### config.mk
export PLATFORM = sky130hd
export DESIGN_NAME = alu_sequencer
export DESIGN_NICKNAME = d
export VERILOG_FILES = /design/src/rtl/alu_sequencer.sv
export SDC_FILE = /design/constraint.sdc
export NUM_CORES = 1
export LEC_CHECK = 0
export CORE_UTILIZATION = 56
export CTS_BUF_LIST = sky130_fd_sc_hd__clkbuf_8
export DETAILED_ROUTE_END_ITERATION = 7
export PLACE_DENSITY_LB_ADDON = 0.12
export SLEW_MARGIN = 20
export SYNTH_ARGS = -nofsm -noshare
export SYNTH_HDL_FRONTEND = slang
export SYNTH_SLANG_ARGS = --single-unit
### constraint.sdc
create_clock -name clk -period 2 [get_ports clk]
set_input_delay 0.2 -clock clk [delete_from_list [all_inputs] [get_ports clk]]
set_output_delay 0.2 -clock clk [all_outputs]
set_load 0.05 [all_outputs]
### src/rtl/alu_sequencer.sv
//==============================================================================
// Module      : alu_sequencer
// Description : Fetch/decode/execute controller for an 8-bit CPU. It runs a
//               program from an external synchronous ROM and drives an
//               external combinational ALU. It owns a 4x8 register file, the
//               PC and a zero flag. One program runs per start pulse, up to
//               and including a HALT instruction.
// Revision    : 1.0 - initial release
//==============================================================================
`default_nettype none

module alu_sequencer #(
    parameter int              PC_W       = 8,
    parameter logic [PC_W-1:0] START_ADDR = '0
) (
    input  logic            clk,
    input  logic            rst_n,
    input  logic            start,
    output logic            busy,
    output logic            done,
    output logic [PC_W-1:0] pc_out,
    input  logic [15:0]     instr_in,
    output logic [7:0]      a_out,
    output logic [7:0]      b_out,
    output logic [2:0]      alu_sel_out,
    input  logic [7:0]      alu_result_in,
    output logic            zero_flag,
    input  logic [1:0]      dbg_sel,
    output logic [7:0]      dbg_data
);

    // Instruction classes, taken from instr[15:14]
    localparam logic [1:0] C_ALU  = 2'b00;
    localparam logic [1:0] C_LDI  = 2'b01;
    localparam logic [1:0] C_BR   = 2'b10;
    localparam logic [1:0] C_HALT = 2'b11;

    typedef enum logic [2:0] {
        S_IDLE   = 3'd0,
        S_FETCH  = 3'd1,
        S_DECODE = 3'd2,
        S_EXEC   = 3'd3,
        S_DONE   = 3'd4
    } state_t;

    state_t          r_state;
    state_t          w_next_state;

    logic [PC_W-1:0] r_pc;
    logic [15:0]     r_instr;
    logic [7:0]      r_a;
    logic [7:0]      r_b;
    logic [2:0]      r_sel;
    logic            r_zero;
    logic [7:0]      r_rf [4];

    // Fields of the instruction currently being executed
    logic [1:0]      w_cls;
    logic [1:0]      w_alu_rd;
    logic [1:0]      w_ldi_rd;
    logic [7:0]      w_imm;
    logic            w_br_cond;
    logic [PC_W-1:0] w_br_target;
    logic            w_br_taken;
    logic [PC_W-1:0] w_pc_inc;
    logic            w_unused_instr;

    // Operand fields are read straight off the ROM bus during DECODE
    logic            w_dec_is_alu;
    logic [2:0]      w_dec_sel;
    logic [1:0]      w_dec_ra;
    logic [1:0]      w_dec_rb;

    assign w_cls          = r_instr[15:14];
    assign w_alu_rd       = r_instr[10:9];
    assign w_ldi_rd       = r_instr[13:12];
    assign w_imm          = r_instr[7:0];
    assign w_br_cond      = r_instr[13];
    assign w_br_target    = r_instr[PC_W-1:0];
    // Unconditional when cond=0, otherwise jump only on a set zero flag
    assign w_br_taken     = !w_br_cond || r_zero;
    // Plain modulo-2^PC_W increment: the top address wraps to zero
    assign w_pc_inc       = r_pc + PC_W'(1);
    // The low sel bit is only needed at DECODE, from the bus
    assign w_unused_instr = r_instr[11];

    assign w_dec_is_alu   = (instr_in[15:14] == C_ALU);
    assign w_dec_sel      = instr_in[13:11];
    assign w_dec_ra       = instr_in[8:7];
    assign w_dec_rb       = instr_in[6:5];

    assign pc_out         = r_pc;
    assign a_out          = r_a;
    assign b_out          = r_b;
    assign alu_sel_out    = r_sel;
    assign zero_flag      = r_zero;
    assign busy           = (r_state == S_FETCH) || (r_state == S_DECODE) ||
                            (r_state == S_EXEC);
    assign done           = (r_state == S_DONE);
    assign dbg_data       = r_rf[dbg_sel];

    // State register
    always_ff @(posedge clk or negedge rst_n) begin
        if (!rst_n) begin
            r_state <= S_IDLE;
        end else begin
            r_state <= w_next_state;
        end
    end

    // Next-state logic: three cycles per instruction, DONE lasts one cycle
    always_comb begin
        w_next_state = r_state;
        case (r_state)
            S_IDLE:   if (start) w_next_state = S_FETCH;
            S_FETCH:  w_next_state = S_DECODE;
            S_DECODE: w_next_state = S_EXEC;
            S_EXEC:   w_next_state = (w_cls == C_HALT) ? S_DONE : S_FETCH;
            S_DONE:   w_next_state = S_IDLE;
            default:  w_next_state = S_IDLE;
        endcase
    end

    // Datapath: PC, instruction latch, ALU operands, register file, flag
    always_ff @(posedge clk or negedge rst_n) begin
        if (!rst_n) begin
            r_pc    <= START_ADDR;
            r_instr <= '0;
            r_a     <= '0;
            r_b     <= '0;
            r_sel   <= '0;
            r_zero  <= 1'b0;
            for (int i = 0; i < 4; i++) begin
                r_rf[i] <= '0;
            end
        end else begin
            case (r_state)
                S_IDLE: begin
                    if (start) r_pc <= START_ADDR;
                end
                S_DECODE: begin
                    r_instr <= instr_in;
                    // Operands are registered here so an ALU op may overwrite
                    // one of its own sources in EXEC
                    if (w_dec_is_alu) begin
                        r_a   <= r_rf[w_dec_ra];
                        r_b   <= r_rf[w_dec_rb];
                        r_sel <= w_dec_sel;
                    end
                end
                S_EXEC: begin
                    case (w_cls)
                        C_ALU: begin
                            r_rf[w_alu_rd] <= alu_result_in;
                            r_zero         <= (alu_result_in == 8'h00);
                            r_pc           <= w_pc_inc;
                        end
                        C_LDI: begin
                            r_rf[w_ldi_rd] <= w_imm;
                            r_pc           <= w_pc_inc;
                        end
                        C_BR: begin
                            r_pc <= w_br_taken ? w_br_target : w_pc_inc;
                        end
                        default: begin
                            // HALT leaves the PC on its own address
                        end
                    endcase
                end
                default: begin
                end
            endcase
        end
    end

endmodule

`default_nettype wire

==> results.toml, run 1 <==
[timing]
clock_period_minus_final_worst_setup_slack_ns = 1.86
measured_slew_at_the_worst_slew_check_pin_ns = 0.619
fmax_ghz = 0.536
fin_skew_ns = 0.0103
fin_crit_share_pct = 93.2
setup_viol = 0
maxSlewViolCount = 0
rsz_0062_raised_after_global_routing = "false"
relSlewSlack_pct = 58.5
hold_violations = 0
setup_total_negative_slack_ns = 0

[yosys]
ys_seq_area_share_pct = 46.2
yosysUniqueCellTypes = 51
synth.avg_cell_area_sq_um = 12.1
yosysWarningCount = 0
synth_edf_count = 0
asyncSetResetFlopFracSynth_pct = 100
main_flop_type_after_synthesis = "sky130_fd_sc_hd__dfrtp_1"
synth-seq-cells = 77
synth_area_sq_um = 4170
synth_cells = 346
synth.net_count = 376

[critical_path]
path_class = "register to primary output"
critical_path.top_delay_family = "buffers and inverters"
critPathSlowestCell = "sky130_fd_sc_hd__clkdlybuf4s50_1"
worst_setup_path_end_kind = "primary output"
critical-path-max-stage-delay_ns = 0.85
crit_path_max_fanout = 7
setup.worst_path.start_class = "register"
crit_arrival_ns = 1.66
worst-path-buf-inv = 1
critical_path.cell_chain = "clkdlybuf4s50_1"
worst-endpoint-required_ns = 1.80

[power_and_ir_drop]
clkPwrFrac_pct = 13.1
internal_power_summed_over_all_cells_uw = 4870
vdd.ir_drop.worst_mv = 1.06
power_frac_comb_pct = 52.0
switching_power_uw = 4050
switching_share_pct = 45.4
static-leakage-power_uw = 0.00213
cellPowerDensity_nw_per_um2 = 1700
pwr-share-seq_pct = 34.9

[place]
count_of_buffers_from_port_buffering = 66
gp_routability_congestion = 0.908
placed_cells = 511
dp.final_hpwl_um = 7180

[clocking]
tritoncts = "yes"
path_clk_slew_ns = 0.08
clkSinkCount = 77
numCtsBuffers = 9
clock_latency_ns = 0.35
postCtsSetupBuffers = 0
cts_buffer_depth = 2
cts.htree.levels = 3
cts_root_buffer = "sky130_fd_sc_hd__clkbuf_8"

[grt]
grt_pass1_wl_um = 16200
first_global_vias = 3144
grt_max_degree = 43
groute.usage.overall_pct = 28.2
grt_antenna_before_repair = 0
grt-ovfl-total = 0

[floorplanning]
placementRows = 31
initial_utilization_pct = 57.8
design.die.area_sq_um = 7800
die_width_um = 88.3
num_io_pins = 67
placeableCoreArea_sq_um = 7210
chipHeight_um = 88.3

[detailed_routing]
aggregate_routed_wire_length_um = 10100
drt-initial-drc-count = 282
drt-wirelength-per-cell_um = 19.1
post_drt_via_cell_ratio = 6.23
num_vias = 3291
drt_pass1_iterations = 5
number_of_routed_nets_with_antenna_violations = 0
detail_route.drc_violations = 0

[min_path]
min-delay-path-class = "primary input to asynchronous set/reset pin"

[cells_and_area]
n_antenna_cell = 0
layout_common_cells = "sky130_fd_sc_hd__dfrtp_1 (77), sky130_fd_sc_hd__clkdlybuf4s50_1 (55), sky130_fd_sc_hd__a22oi_1 (32), sky130_fd_sc_hd__mux2_2 (32), sky130_fd_sc_hd__buf_4 (27)"
area_delta_synth_final_pct = 25.4
final_util_pct = 72.5
fin_cells = 528
final_net_count = 454
final_layout_size_suffix_gt1_share_pct = 25.6
most_common_cell_after_layout_fill_and_taps_aside = "sky130_fd_sc_hd__dfrtp_1"

[run_status]
outcome = "finished clean"

[run]
drv.max_cap_violation_count = 0
==> sequential cells by signal, indices dropped and copies added (netlist names) <==
signal       cells
r_rf            32
r_instr         14
a_out            8
b_out            8
pc_out           8
alu_sel_out      3
r_state          3
zero_flag        1
==> stage by stage <==
| stage | hold slack (ns) | cell area, sq um | total power (uW) | setup slack [ns] |
|---|---|---|---|---|
| 2_1_floorplan | -0.0956 | 4170 | 6300 | 0.123 |
| 3_3_place_gp | 0.221 | 5020 | 7560 | 0.0748 |
| 3_5_place_dp | 0.225 | 5020 | 7720 | 0.000980 |
| 4_1_cts | 0.388 | 5230 | 8900 | 0.130 |
| 5_1_grt | 0.390 | 5230 | 9420 | 0.0836 |
| 6_report | 0.388 | 5230 | 8910 | 0.136 |
==> repair_timing <==
item                                    CTS  global route
hold buffers                              1             0
endpoints found under the hold margin    40             0
resized for setup                         1             1
endpoints found under the setup margin    2             6
==> per-layer routing <==
metal | GRT usage (%) | up-vias | part of all wire (%)
met5 | 0 | - | 0
met4 | 13.8 | 0 | 3.2
met3 | 4.57 | 32 | 4.6
met2 | 46.0 | 138 | 50
met1 | 37.1 | 1641 | 43
li1 | - | 1480 | -
==> final cells by class <==
| cell class | count | area, sq um |
|---|---|---|
| clock buffer | 10 | 138 |
| fill | 538 | 1980 |
| tap | 99 | 124 |
| timing repair buffer | 87 | 843 |
| clock inverter | 6 | 55.1 |
| multi-input combinational | 236 | 2100 |
| inverter | 13 | 48.8 |
| sequential | 77 | 1930 |
==> logic make-up (layout without fill, tap and decap cells) <==
kind of cell    count (synthesis)  count (layout)  share of synthesized area, %
compound gates                 93              93                          16.0
xor+xnor                        1               1                         0.210
fa+ha+maj                       1               1                         0.300
buf+inv                        33             116                          3.81
flops                          77              77                          46.2
mux                            65              65                          23.7
simple gates                   76              76                          9.74
==> power by group through the flow <==
stage	sequential [uW]	clock, uW	combinational [uW]
after floorplan	3610	0	2690
after global placement	3050	0	4510
after global routing	3220	1250	4950
final	3110	1170	4640
after CTS	3080	1190	4630
after detailed placement	3100	0	4610
==> cell usage after synthesis (all sizes together), types with 4 or more instances <==
library cell | number | area share, %
a21oi | 16 | 1.9
a22oi | 32 | 5.8
and2 | 4 | 0.60
buf | 15 | 2.2
clkbuf | 5 | 0.45
dfrtp | 77 | 46
inv | 13 | 1.2
mux2 | 32 | 8.6
mux2i | 9 | 2.2
mux4 | 24 | 13
nand2 | 24 | 2.3
nand2b | 4 | 0.60
nor2 | 18 | 1.6
nor2b | 5 | 0.75
nor3b | 4 | 1.1
o21ai | 20 | 2.4
==> worst paths after layout <==
path                              from    endpoint  slack (ns)  cells past startpoint
min reg2reg                   b_out[5]    b_out[5]        0.51                      1
min                              rst_n    a_out[0]        0.39                      2
min in group clk           instr_in[9]  r_instr[9]        0.40                      3
max                          pc_out[2]   pc_out[2]        0.14                      1
max in group asynchronous        rst_n    r_rf[29]        1.01                      3
max reg2reg                r_instr[15]    r_rf[29]        0.24                      4
(Power assumes the default switching activity.)
==> inputs of run 2 (changes only) <==
--- a/config.mk
+++ b/config.mk
@@ -5,11 +5,11 @@
 export SDC_FILE = /design/constraint.sdc
 export NUM_CORES = 1
 export LEC_CHECK = 0
-export CORE_UTILIZATION = 56
+export CORE_UTILIZATION = 40
 export CTS_BUF_LIST = sky130_fd_sc_hd__clkbuf_8
 export DETAILED_ROUTE_END_ITERATION = 7
 export PLACE_DENSITY_LB_ADDON = 0.12
-export SLEW_MARGIN = 20
+export SLEW_MARGIN = 5
 export SYNTH_ARGS = -nofsm -noshare
 export SYNTH_HDL_FRONTEND = slang
 export SYNTH_SLANG_ARGS = --single-unit
==> run 2 against run 1 <==
  * Routed wire length is 3.2% higher
  * Final area rose by 1.5%
  * Critical path depth is 1 higher
  * Die area is 39% higher
  * Setup slack better by 0.0048 ns
  * Fmax up 0.26%
  * Combinational power hardly changed
  * Non-clock buffer count rose by 1
  * Global-route usage down 7.4 points
  * Sequential share of layout area shrank 0.54 points
  * Total power grew 1.2%
==> results.toml, run 2 (synthesized netlist as in run 1, its figures left out) <==
[run_status]
outcome = "finished clean"

[min_path]
min-delay-path-class = "primary input to asynchronous set/reset pin"

[clocking]
cts.htree.levels = 3
path_clk_slew_ns = 0.08
clkSinkCount = 77
cts_root_buffer = "sky130_fd_sc_hd__clkbuf_8"
tritoncts = "yes"
clock_latency_ns = 0.35
cts_buffer_depth = 2
numCtsBuffers = 9

[power_and_ir_drop]
static-leakage-power_uw = 0.00214
cellPowerDensity_nw_per_um2 = 1700
vdd.ir_drop.worst_mv = 0.823
tot_pwr_uw = 9020

[floorplanning]
die_width_um = 104
placeableCoreArea_sq_um = 9950
placementRows = 36
initial_utilization_pct = 41.9
chipHeight_um = 104
num_io_pins = 67
design.die.area_sq_um = 10800

[place]
placed_cells = 546
pre_cts_slack_ns = 0.0852
count_of_buffers_from_port_buffering = 66
dp.final_hpwl_um = 7460
gp_routability_congestion = 0.856

[timing]
rsz_0062_raised_after_global_routing = "false"
fmax_ghz = 0.538
setup_total_negative_slack_ns = 0
relSlewSlack_pct = 63.1
setup_viol = 0
measured_slew_at_the_worst_slew_check_pin_ns = 0.550
maxSlewViolCount = 0
clock_period_minus_final_worst_setup_slack_ns = 1.86
fin_skew_ns = 0.00959
hold_violations = 0
final_critical_path_setup_slack_ns = 0.140
fin_crit_share_pct = 93.0

[cells_and_area]
fin_cells = 562
n_antenna_cell = 0
layout_common_cells = "sky130_fd_sc_hd__dfrtp_1 (77), sky130_fd_sc_hd__clkdlybuf4s50_1 (55), sky130_fd_sc_hd__a22oi_1 (32), sky130_fd_sc_hd__mux2_2 (32), sky130_fd_sc_hd__buf_4 (27)"
biggestRegsByFlops = "r_rf: 32 flops, r_instr: 14 flops"
top_register = "r_rf"
final_layout_size_suffix_gt1_share_pct = 26.1
final_net_count = 455
most_common_cell_after_layout_fill_and_taps_aside = "sky130_fd_sc_hd__dfrtp_1"
area_delta_synth_final_pct = 27.3
number_of_flip_flops_in_the_largest_register = 32

[detailed_routing]
num_vias = 3163
number_of_routed_nets_with_antenna_violations = 0
drt-wirelength-per-cell_um = 18.5
post_drt_via_cell_ratio = 5.63
aggregate_routed_wire_length_um = 10400
drt-initial-drc-count = 111
drt_pass1_iterations = 4
detail_route.drc_violations = 0

[critical_path]
crit_path_max_fanout = 6
path_class = "register to primary output"
worst_setup_path_end_kind = "primary output"
crit_arrival_ns = 1.66
setup.worst_path.start_class = "register"
worst-endpoint-required_ns = 1.80

[grt]
grtUsageMet1_pct = 28.3
global_route.peak_usage_layer = "met2"
grt_max_degree = 41
groute.usage.overall_pct = 20.8
first_global_vias = 3153
grt-ovfl-total = 0
grt_antenna_before_repair = 0
groute.layer.met2.usage_pct = 33.3
grt_pass1_wl_um = 17400
gr-usage-met3_pct = 4.26

[run]
drv.max_cap_violation_count = 0
## run 2: cell count changes in the layout (fill, tap and decap cells not counted), sizes merged
| cell | change |
|---|---|
| inv | -4 |
| buf | +1 |
| clkinv | +2 |
| bufinv | +1 |
## run 2: critical path, stage by stage (launching register included)
cell	delay, ns
sky130_fd_sc_hd__dfrtp_1	0.37
sky130_fd_sc_hd__buf_4	0.14
sky130_fd_sc_hd__clkdlybuf4s50_1	0.80
## run 2: repair_timing
item,in CTS,in global routing
resized for setup,0,1
endpoints found under the hold margin,39,0
buffers inserted,0,0
endpoints found under the setup margin,0,8
hold buffers,1,0
## run 2: through the flow
stage                     area (sq um)  hold WS [ns]  utilization [%]
after floorplan                   4170       -0.0956                -
after global placement            5080         0.221             51.1
after global routing              5310         0.406             53.3
after CTS                         5310         0.392             53.3
after detailed placement          5080         0.225             51.1
final                             5310         0.375             53.3
## run 2: where the power goes
group,internal [uW],switching [uW]
clock,724,570
combinational,2020,2580
sequential,2270,850
total,5020,4000
## run 2: routing by layer
layer	wire (um)	share of wire (%)
met2	4990	48
met4	167	1.6
met3	352	3.4
met1	4900	47
met5	0	0
## run 2: final cells by class
cell class,count,area (sq um)
inverter,13,48.8
sequential,77,1930
timing repair buffer,88,863
clock buffer,10,138
clock inverter,5,75.1
tap,133,166
multi-input combinational,236,2090
fill,880,4640
## run 2: worst paths after layout
| check | to | cells after the start | slack, ns | start |
|---|---|---|---|---|
| max in group asynchronous | r_rf[12] | 3 | 1.03 | rst_n |
| min in group clk | r_instr[9] | 3 | 0.43 | instr_in[9] |
| hold reg to reg | b_out[4] | 1 | 0.51 | b_out[4] |
| hold / removal | a_out[0] | 2 | 0.38 | rst_n |
| setup / recovery | pc_out[2] | 2 | 0.14 | pc_out[2] |
| setup reg to reg | pc_out[2] | 4 | 0.21 | r_instr[15] |
==> inputs of run 3 (changes only) <==
--- a/config.mk
+++ b/config.mk
@@ -8,6 +8,7 @@
 export CORE_UTILIZATION = 40
 export CTS_BUF_LIST = sky130_fd_sc_hd__clkbuf_8
 export DETAILED_ROUTE_END_ITERATION = 7
+export GPL_ROUTABILITY_DRIVEN = 0
 export PLACE_DENSITY_LB_ADDON = 0.12
 export SLEW_MARGIN = 5
 export SYNTH_ARGS = -nofsm -noshare
==> run 3 against run 2 <==
  * Global-route usage decreased by 0.51 points
  * Critical path depth unchanged
  * Fmax increased by 0.35%
  * Cell count increased by 0.18%
  * Non-clock buffer count increased by 1
  * Setup slack improved by 0.0066 ns
  * Routed wire length increased by 1.7%
  * Flip-flop and latch count unchanged
  * Clock skew decreased by 0.0040 ns
  * Total power increased by 0.41%
  * Critical endpoint unchanged
  * Largest power group unchanged
==> results.toml, run 3 (synthesized netlist as in run 1, its figures left out) <==
[detailed_routing]
drt-wirelength-per-cell_um = 18.8
number_of_routed_nets_with_antenna_violations = 0
drt-initial-drc-count = 153
aggregate_routed_wire_length_um = 10600
detail_route.drc_violations = 0
drt_pass1_iterations = 4
post_drt_via_cell_ratio = 5.67
num_vias = 3191

[run]
drv.max_cap_violation_count = 0

[min_path]
min-delay-path-class = "primary input to asynchronous set/reset pin"

[timing]
clock_period_minus_final_worst_setup_slack_ns = 1.85
rsz_0062_raised_after_global_routing = "false"
fin_crit_share_pct = 92.6
setup_viol = 0
relSlewSlack_pct = 62.7
hold_violations = 0
fmax_ghz = 0.540
final_critical_path_setup_slack_ns = 0.147
measured_slew_at_the_worst_slew_check_pin_ns = 0.556
fin_hold_ws_ns = 0.356
setup_total_negative_slack_ns = 0
maxSlewViolCount = 0
fin_skew_ns = 0.00559

[critical_path]
worst_setup_path_end_kind = "primary output"
setup.worst_path.start_class = "register"
reg2reg_depth = 4
crit_arrival_ns = 1.65
worst-endpoint-required_ns = 1.80
path_class = "register to primary output"
crit_path_max_fanout = 6

[cells_and_area]
area_delta_synth_final_pct = 27.5
biggestRegsByFlops = "r_rf: 32 flops, r_instr: 14 flops"
fillers = 873
most_common_cell_after_layout_fill_and_taps_aside = "sky130_fd_sc_hd__dfrtp_1"
number_of_flip_flops_in_the_largest_register = 32
final_layout_size_suffix_gt1_share_pct = 26.0
finalInstanceArea_sq_um = 5320
final_net_count = 456
top_register = "r_rf"
n_antenna_cell = 0
layout_common_cells = "sky130_fd_sc_hd__dfrtp_1 (77), sky130_fd_sc_hd__clkdlybuf4s50_1 (55), sky130_fd_sc_hd__a22oi_1 (32), sky130_fd_sc_hd__mux2_2 (32), sky130_fd_sc_hd__buf_4 (28)"

[floorplanning]
design.die.area_sq_um = 10800
chipHeight_um = 104
placeableCoreArea_sq_um = 9950
initial_utilization_pct = 41.9
die_width_um = 104
placementRows = 36
num_io_pins = 67

[clocking]
cts.htree.levels = 3
cts_buffer_depth = 2
clock_latency_ns = 0.35
cts_root_buffer = "sky130_fd_sc_hd__clkbuf_8"
numCtsBuffers = 9
clkSinkCount = 77
postCtsSetupBuffers = 0
path_clk_slew_ns = 0.08
tritoncts = "yes"

[place]
dp.final_hpwl_um = 7410
post_dp_cell_area_sq_um = 5090
pre_cts_slack_ns = 0.0989
count_of_buffers_from_port_buffering = 66

[power_and_ir_drop]
vdd.ir_drop.worst_mv = 0.922
cellPowerDensity_nw_per_um2 = 1700
static-leakage-power_uw = 0.00214

[grt]
grt_antenna_before_repair = 0
first_global_vias = 3085
grt_pass1_wl_um = 16900
grt_max_degree = 43
grt-ovfl-total = 0
groute.usage.overall_pct = 20.3

[run_status]
outcome = "finished clean"
run 3: final timing paths:
kind | slack, ns | startpoint | end
min reg2reg | 0.51 | b_out[4] | b_out[4]
min | 0.36 | rst_n | a_out[0]
max in group asynchronous | 1.04 | rst_n | r_instr[4]
max reg2reg | 0.18 | r_instr[15] | pc_out[2]
min in group clk | 0.46 | instr_in[9] | r_instr[9]
max | 0.15 | pc_out[2] | pc_out[2]
run 3: through the flow:
step	utilization, %	instances	total power (uW)
2_1_floorplan	-	346	6300
3_3_place_gp	51.1	547	7670
3_5_place_dp	51.1	547	7770
4_1_cts	53.4	563	9110
5_1_grt	53.4	563	9580
6_report	53.4	563	9060
run 3: what timing repair did:
item,in CTS,in global routing
hold buffers,1,0
endpoints found under the setup margin,0,8
resized for setup,0,1
hold endpoints to repair,35,0
run 3: worst max-delay path, stage by stage (launching register included):
cell and delay (ns):
sky130_fd_sc_hd__dfrtp_1 0.36, sky130_fd_sc_hd__buf_4 0.14, sky130_fd_sc_hd__clkdlybuf4s50_1 0.80
run 3: metal layers:
| layer | global-route usage [%] | vias up | routed length, um | part of all wire, % |
|---|---|---|---|---|
| met4 | 7.04 | 0 | 135 | 1.3 |
| met2 | 32.8 | 82 | 5240 | 50 |
| met1 | 27.5 | 1618 | 4790 | 45 |
| met5 | 0 | - | 0 | 0 |
| met3 | 3.76 | 8 | 416 | 3.9 |
| li1 | - | 1483 | - | - |
run 3: layout make-up:
cell class | instances | area [sq um] | share of cell area, %
repair buffers | 89 | 871 | 16.4
clock inverters | 5 | 76.3 | 1.43
well taps | 133 | 166 | 3.13
flip-flops and latches | 77 | 1930 | 36.2
inverters | 13 | 48.8 | 0.917
multi-input cells | 236 | 2090 | 39.3
clock buffers | 10 | 138 | 2.59
run 3: where the power goes:
group,leakage (uW),switching [uW],internal (uW),total [uW]
registers,0.000969,854,2270,3120
logic,0.00106,2610,2030,4640
clock network,0.000110,572,724,1300
